**src/rtl/fetch_pkg.sv**
```systemverilog
// Shared widths, FSM encoding and buffer entry layout for the instruction fetch stage.
package fetch_pkg;
  localparam int INSTR_W = 20;
  localparam int ADDR_W  = 16;
  localparam int OPC_W   = 4;

  typedef enum logic [1:0] {
    ST_IDLE  = 2'd0,
    ST_RUN   = 2'd1,
    ST_FLUSH = 2'd2
  } fetch_state_t;

  typedef struct packed {
    logic [ADDR_W-1:0]  pc;
    logic [INSTR_W-1:0] instr;
  } fetch_entry_t;
endpackage

```
**src/rtl/fetch_fifo.sv**
```systemverilog
// Small prefetch buffer: circular storage with combinational head read and flush.
module fetch_fifo
  import fetch_pkg::*;
#(
  parameter int DEPTH = 2,
  localparam int CNT_W = $clog2(DEPTH + 1),
  localparam int PTR_W = $clog2(DEPTH)
) (
  input  logic             Clock,
  input  logic             Reset,
  input  logic             push,
  input  logic             pop,
  input  logic             flush,
  input  fetch_entry_t     din,
  output fetch_entry_t     dout,
  output logic [CNT_W-1:0] count,
  output logic             full,
  output logic             empty
);
  fetch_entry_t     mem [DEPTH];
  logic [PTR_W-1:0] head;
  logic [PTR_W-1:0] tail;
  logic             do_push;
  logic             do_pop;

  function automatic logic [PTR_W-1:0] bump(input logic [PTR_W-1:0] p);
    return (p == PTR_W'(DEPTH - 1)) ? '0 : p + PTR_W'(1);
  endfunction

  assign empty   = (count == '0);
  assign full    = (count == CNT_W'(DEPTH));
  assign do_pop  = pop & ~empty;
  // A pop frees the slot in the same edge, so push into a full buffer is legal then.
  assign do_push = push & (~full | do_pop);
  assign dout    = mem[head];

  always_ff @(posedge Clock) begin
    if (Reset || flush) begin
      head  <= '0;
      tail  <= '0;
      count <= '0;
    end else begin
      if (do_push) tail <= bump(tail);
      if (do_pop)  head <= bump(head);
      count <= count + CNT_W'(do_push) - CNT_W'(do_pop);
    end
  end

  always_ff @(posedge Clock) begin
    if (do_push && !Reset && !flush) mem[tail] <= din;
  end
endmodule

```
**src/rtl/fetch_stage.sv**
```systemverilog
// Instruction fetch: issues reads into a one-cycle memory, buffers responses, handles redirects.
module fetch_stage
  import fetch_pkg::*;
#(
  parameter logic [ADDR_W-1:0] RESET_PC = 16'h0000,
  parameter int                DEPTH    = 2
) (
  input  logic               Clock,
  input  logic               Reset,
  output logic [ADDR_W-1:0]  MemAddr,
  output logic               MemRd,
  input  logic [INSTR_W-1:0] MemData,
  input  logic               Redirect,
  input  logic [ADDR_W-1:0]  RedirectPC,
  input  logic               Stall,
  output logic [INSTR_W-1:0] InstrOut,
  output logic [ADDR_W-1:0]  InstrPC,
  output logic               InstrValid,
  output fetch_state_t       DbgState
);
  localparam int CNT_W = $clog2(DEPTH + 1);

  // Handshake: decode consumes the head when InstrValid=1 and Stall=0 in the same cycle.
  fetch_state_t      state, state_nxt;
  logic [ADDR_W-1:0] pc;
  logic [ADDR_W-1:0] inflight_pc;
  logic              inflight;
  logic              discard;
  logic              issue;
  logic              pop;
  logic              push;
  logic [CNT_W-1:0]  count;
  logic              full;
  logic              empty;
  fetch_entry_t      head;
  fetch_entry_t      push_entry;

  always_ff @(posedge Clock) begin
    if (Reset) state <= ST_IDLE;
    else       state <= state_nxt;
  end

  always_comb begin
    state_nxt = state;
    issue     = 1'b0;
    case (state)
      ST_IDLE:  state_nxt = ST_RUN;
      ST_RUN: begin
        if (Redirect) state_nxt = ST_FLUSH;
        // Reserve a slot for every read already in flight, net of this cycle's pop.
        issue = ~Redirect & ~(full & ~pop) &
                ((int'(count) + int'(inflight)) < (DEPTH + int'(pop)));
      end
      ST_FLUSH: state_nxt = Redirect ? ST_FLUSH : ST_RUN;
      default:  state_nxt = ST_IDLE;
    endcase
  end

  assign DbgState   = state;
  assign MemRd      = issue & ~Reset;
  assign MemAddr    = pc;
  assign InstrValid = ~empty & ~Reset;
  assign pop        = InstrValid & ~Stall;
  assign push       = inflight & ~discard;
  assign InstrOut   = InstrValid ? head.instr : '0;
  assign InstrPC    = InstrValid ? head.pc : '0;
  assign push_entry = '{pc: inflight_pc, instr: MemData};

  always_ff @(posedge Clock) begin
    if (Reset) begin
      pc          <= RESET_PC;
      inflight    <= 1'b0;
      inflight_pc <= '0;
      discard     <= 1'b0;
    end else begin
      inflight <= MemRd;
      // Any response landing in the cycle after a redirect belongs to the old stream.
      discard  <= Redirect;
      if (MemRd) inflight_pc <= pc;
      if (Redirect)   pc <= RedirectPC;
      else if (MemRd) pc <= pc + ADDR_W'(1);
    end
  end

  // Redirect drives flush, which the buffer gives priority over push and pop.
  fetch_fifo #(.DEPTH(DEPTH)) u_fifo (
    .Clock (Clock),
    .Reset (Reset),
    .push  (push),
    .pop   (pop),
    .flush (Redirect),
    .din   (push_entry),
    .dout  (head),
    .count (count),
    .full  (full),
    .empty (empty)
  );
endmodule

```
**config.mk**
```make
export PLATFORM = sky130hd
export DESIGN_NAME = fetch_stage
export DESIGN_NICKNAME = d
export VERILOG_FILES = /design/src/rtl/fetch_pkg.sv /design/src/rtl/fetch_fifo.sv /design/src/rtl/fetch_stage.sv
export SDC_FILE = /design/constraint.sdc
export NUM_CORES = 1
export LEC_CHECK = 0
export BUFFER_PORTS_ARGS = -buffer_cell sky130_fd_sc_hd__buf_2
export CAP_MARGIN = 40
export CORE_ASPECT_RATIO = 1.4
export CORE_UTILIZATION = 45
export DETAILED_ROUTE_END_ITERATION = 10
export PLACE_DENSITY = 0.78
export SETUP_SLACK_MARGIN = 0.2
export SLEW_MARGIN = 20
export SYNTH_ARGS = -nofsm -noshare
export SYNTH_HDL_FRONTEND = slang
export SYNTH_SLANG_ARGS = --single-unit
```
**constraint.sdc**
```tcl
create_clock -name Clock -period 3.9 [get_ports Clock]
set_input_delay 0.195 -clock Clock [delete_from_list [all_inputs] [get_ports Clock]]
set_output_delay 0.195 -clock Clock [all_outputs]
set_load 0.01 [all_outputs]
```
==> tab_implementation.tex <==
\begin{tabular}{lr}
\hline
Metric & Value \\
\hline
\multicolumn{2}{l}{\textbf{Placement}} \\
\# port buffers & 95 \\
Placer Congestion & 0.841 \\
Detailed-placement wirelength estimate & 6300 um \\
Cells after DPL & 613 \\
\multicolumn{2}{l}{\textbf{Layout}} \\
Share of post-route cells with drive strength above 1 & 26.0\% \\
Filler-free cell count of the finished design & 666 \\
Number of nets in the final layout & 563 \\
Utilization of the core after routing & 61.3\% \\
Area Overhead vs Synth & 31.9\% \\
Count of antenna diodes in the layout & 0 \\
\multicolumn{2}{l}{\textbf{Synth}} \\
Count of mapped cells out of synthesis & 402 \\
Main synth FF type & sky130\_fd\_sc\_hd\_\_edfxtp\_1 \\
Synthesized net count & 447 \\
Compound-Gate Fraction of Synth Area & 7.93\% \\
Area share of the largest cell type after synthesis & 46.8\% \\
Synth top area cells & sky130\_fd\_sc\_hd\_\_edfxtp\_1 47\%, sky130\_fd\_sc\_hd\_\_dfxtp\_1 18\%, sky130\_fd\_sc\_hd\_\_mux2i\_1 7.8\% \\
Post-synth design cell area & 0.00462 sq mm \\
Arithmetic-cell share of the synthesized area counting full adders, half adders and majority gates & 1.57\% \\
Share of flip-flops with an asynchronous set or reset & 0\% \\
Synth Area per Inst & 11.5 sq um \\
Count of flip-flops with a built-in enable after synthesis & 72 \\
Post-synthesis share of cell area spent on and, or, nand and nor gates & 14.0\% \\
Number of library cell types mapped by synthesis & 44 \\
Biggest area consumer among synthesized cells & sky130\_fd\_sc\_hd\_\_edfxtp\_1 \\
Multiplexer share of the synthesized area & 7.79\% \\
Xor/xnor share of the synthesized area & 1.33\% \\
Register bit count reported by yosys & 113 \\
Sequential cell area fraction in the yosys report & 64.5\% \\
Dominant combinational cell family by area after synthesis & simple AND/OR/NAND/NOR gates \\
Number of warnings reported in the yosys synthesis log & 0 \\
\multicolumn{2}{l}{\textbf{Timing}} \\
Number of failing setup endpoints in the final timing report & 0 \\
Count of pins over their slew limit & 0 \\
Clock Skew & 0.00770 ns \\
RSZ-0062 raised after global routing & false \\
Fmax & 0.353 GHz \\
Slew Limit Headroom & 49.4\% \\
Worst Hold Slack & 0.0609 ns \\
Slew at the pin closest to its max-slew limit & 0.759 ns \\
Time the worst path needs with I/O delays and setup & 2.83 ns \\
Final setup TNS & 0 ns \\
Final period utilization & 72.7\% \\
Fin. Hold Viols & 0 \\
\multicolumn{2}{l}{\textbf{Route}} \\
ANT nets after route & 0 \\
Total via count in the routed design & 3,485 \\
First drt pass iteration count & 4 \\
Remaining routing DRC violations & 0 \\
Final routed wirelength across all metal layers & 10,000 um \\
Via-to-Cell Ratio & 5.23 \\
Initial detailed-routing violation count & 118 \\
Average detailed-routed wire length per instance & 15.0 um \\
\multicolumn{2}{l}{\textbf{Clocking}} \\
Clock buffer count from CTS & 17 \\
\# clock sinks & 113 \\
TritonCTS clock tree & built \\
Reg clk slew, reported paths & 0.05 ns \\
Insertion delay of the later-clocked pin in the worst-skew pair & 0.40 ns \\
Maximum count of clock buffers along a single path & 2 \\
Depth of the CTS H-tree & 4 \\
Setup Fix Bufs, Post-CTS & 0 \\
Cell at the root of the clock tree & sky130\_fd\_sc\_hd\_\_clkbuf\_16 \\
\multicolumn{2}{l}{\textbf{Setup path}} \\
Chain of cells forming the critical path & ha\_1, ha\_1, o31ai\_1, and3\_1, nand2\_1, inv\_2, buf\_2 \\
Startpoint type of the worst setup path & flip-flop \\
Arr. time, crit path & 2.64 ns \\
Critical path's most frequent cell & sky130\_fd\_sc\_hd\_\_ha\_1 \\
Cell at the slowest stage of the critical path & sky130\_fd\_sc\_hd\_\_inv\_2 \\
Worst EP required & 3.70 ns \\
Category of the critical setup timing path & flip-flop to output port \\
Worst stage delay on the critical path & 0.55 ns \\
CP bufs+invs & 2 \\
Worst Setup End Kind & output port \\
Critical path peak fanout & 36 \\
Cell family with the largest share of critical-path delay & buffers and inverters \\
\multicolumn{2}{l}{\textbf{Floorplanning}} \\
Number of placement rows & 43 \\
Number of ports placed on the die boundary & 96 \\
Floorplan die area & 0.0107 sq mm \\
Width of the chip & 87.7 um \\
Area of the placeable core & 0.00995 sq mm \\
Die Y & 122 um \\
Initial Util & 46.4\% \\
\multicolumn{2}{l}{\textbf{Pwr}} \\
Int Pwr & 2.48 mW \\
Switching power & 0.591 mW \\
Power density relative to cell area & 503 mW/mm\^{}2 \\
Comb power frac & 4.4\% \\
Clock network fraction of total power & 52.7\% \\
Sequential share of power & 42.9\% \\
Switch share & 19.3\% \\
Maximum ir drop on the vdd rail & 0.317 mV \\
Leakage dissipation & 2.28 nW \\
\multicolumn{2}{l}{\textbf{Worst hold path}} \\
Type of the most critical hold path & primary input to flip-flop \\
\multicolumn{2}{l}{\textbf{Global route}} \\
Number of global-route vias before repair & 3,310 \\
Pin count of the biggest net entering global routing & 45 \\
Global route overflow & 0 \\
Wire length of the first global-routing pass & 15,600 um \\
Global router's overall resource usage & 19.9\% \\
Antenna violations before repair & 0 \\
\multicolumn{2}{l}{\textbf{Status}} \\
Run status & finished clean \\
\multicolumn{2}{l}{\textbf{Run}} \\
Max-cap violations & 0 \\
\hline
\end{tabular}
==> cells in the mapped netlist (3+ instances only) <==
cell,count
sky130_fd_sc_hd__nor2_1,52
sky130_fd_sc_hd__dfxtp_1,41
sky130_fd_sc_hd__and2_1,3
sky130_fd_sc_hd__a21oi_1,25
sky130_fd_sc_hd__nor3b_1,3
sky130_fd_sc_hd__ha_1,5
sky130_fd_sc_hd__or3_1,4
sky130_fd_sc_hd__a22oi_1,5
sky130_fd_sc_hd__edfxtp_1,72
sky130_fd_sc_hd__buf_1,5
sky130_fd_sc_hd__mux2i_1,36
sky130_fd_sc_hd__nand3_1,11
sky130_fd_sc_hd__and3_1,4
sky130_fd_sc_hd__clkbuf_1,17
sky130_fd_sc_hd__nand2_1,52
sky130_fd_sc_hd__nor3_1,6
sky130_fd_sc_hd__inv_1,10
sky130_fd_sc_hd__a31oi_1,7
sky130_fd_sc_hd__nand4_1,3
sky130_fd_sc_hd__o22ai_1,6
sky130_fd_sc_hd__xnor2_1,6
==> power groups by stage <==
stage               Sequential [mW]  Combinational, mW  Clock [mW]
global route                   1.32              0.150        1.71
CTS                            1.31              0.137        1.64
floorplan                      1.33             0.0644           0
global placement               1.34              0.114           0
finish                         1.31              0.136        1.62
detailed placement             1.34              0.120           0
==> registers in the layout (all words and copies together), names as in the netlist, named ones only <==
register	flops
MemAddr	16
u_fifo.tail	1
DbgState	2
u_fifo.head	1
inflight	1
u_fifo.mem	72
inflight_pc	16
discard	1
u_fifo.count	2
==> what timing repair did <==
action / CTS / global route
endpoints found under the setup margin: 0 / 0
gates resized for setup: 0 / 0
hold buffers: 20 / 0
endpoints found under the hold margin: 40 / 0
==> per-stage QoR <==
| stage | total power [mW] | cell area (sq um) | setup WS [ns] |
|---|---|---|---|
| 6_report | 3.07 | 6100 | 1.07 |
| 5_1_grt | 3.17 | 6100 | 0.894 |
| 4_1_cts | 3.10 | 6080 | 1.08 |
| 3_5_place_dp | 1.46 | 5250 | 1.32 |
| 2_1_floorplan | 1.40 | 4620 | 0.925 |
| 3_3_place_gp | 1.45 | 5200 | 1.26 |
==> area by class of cell <==
type                       count  area (sq um)
timing repair buffer         121           758
clock inverter                12           189
tap                          135           169
fill                         785          3860
inverter                      11          41.3
clock buffer                  20           437
sequential                   113          2980
multi-input combinational    254          1520
==> per-layer routing <==
metal	GRT usage [%]	part of all wire [%]
met1	22.2	41
met2	34.9	53
met5	0	0
met4	8.61	1.0
met3	5.76	4.6
==> cell usage in the layout (no fill, tap or decap), drive strengths merged, types with 5 or more instances in the layout <==
master	Yosys	routed
o22ai	6	6
xnor2	6	6
bufinv	0	5
buf	7	101
a31oi	7	7
nand2	52	52
ha	5	5
nor2	52	52
clkbuf	17	20
nor3	6	6
inv	11	11
dfxtp	41	41
a21oi	25	25
or3	5	5
mux2i	36	36
dlygate4sd3	0	20
edfxtp	72	72
a22oi	5	5
nand3	12	12
clkinv	0	5
==> tightest hold or removal path: stages <==
cell and delay, ns:
sky130_fd_sc_hd__buf_2 0.09, sky130_fd_sc_hd__nand2_1 0.05, sky130_fd_sc_hd__a31oi_1 0.06
==> cells by family after synthesis <==
| group | Yosys count |
|---|---|
| multiplexers | 36 |
| flip-flops | 113 |
| adder cells (fa/ha/maj) | 6 |
| XOR/XNOR | 7 |
| buffers and inverters | 35 |
| AND/OR/NAND/NOR | 146 |
| AO/OA/AOI/OAI | 59 |
==> worst paths after layout <==
kind	from	endpoint	slack, ns	cells past startpoint
setup / recovery	u_fifo.count[0]	MemRd	1.07	7
hold / removal	RedirectPC[14]	MemAddr[14]	0.06	3
setup reg to reg	u_fifo.count[0]	MemAddr[8]	1.41	8
hold reg to reg	inflight_pc[7]	u_fifo.mem[0][27]	0.45	0
(Power assumes the default switching activity.)
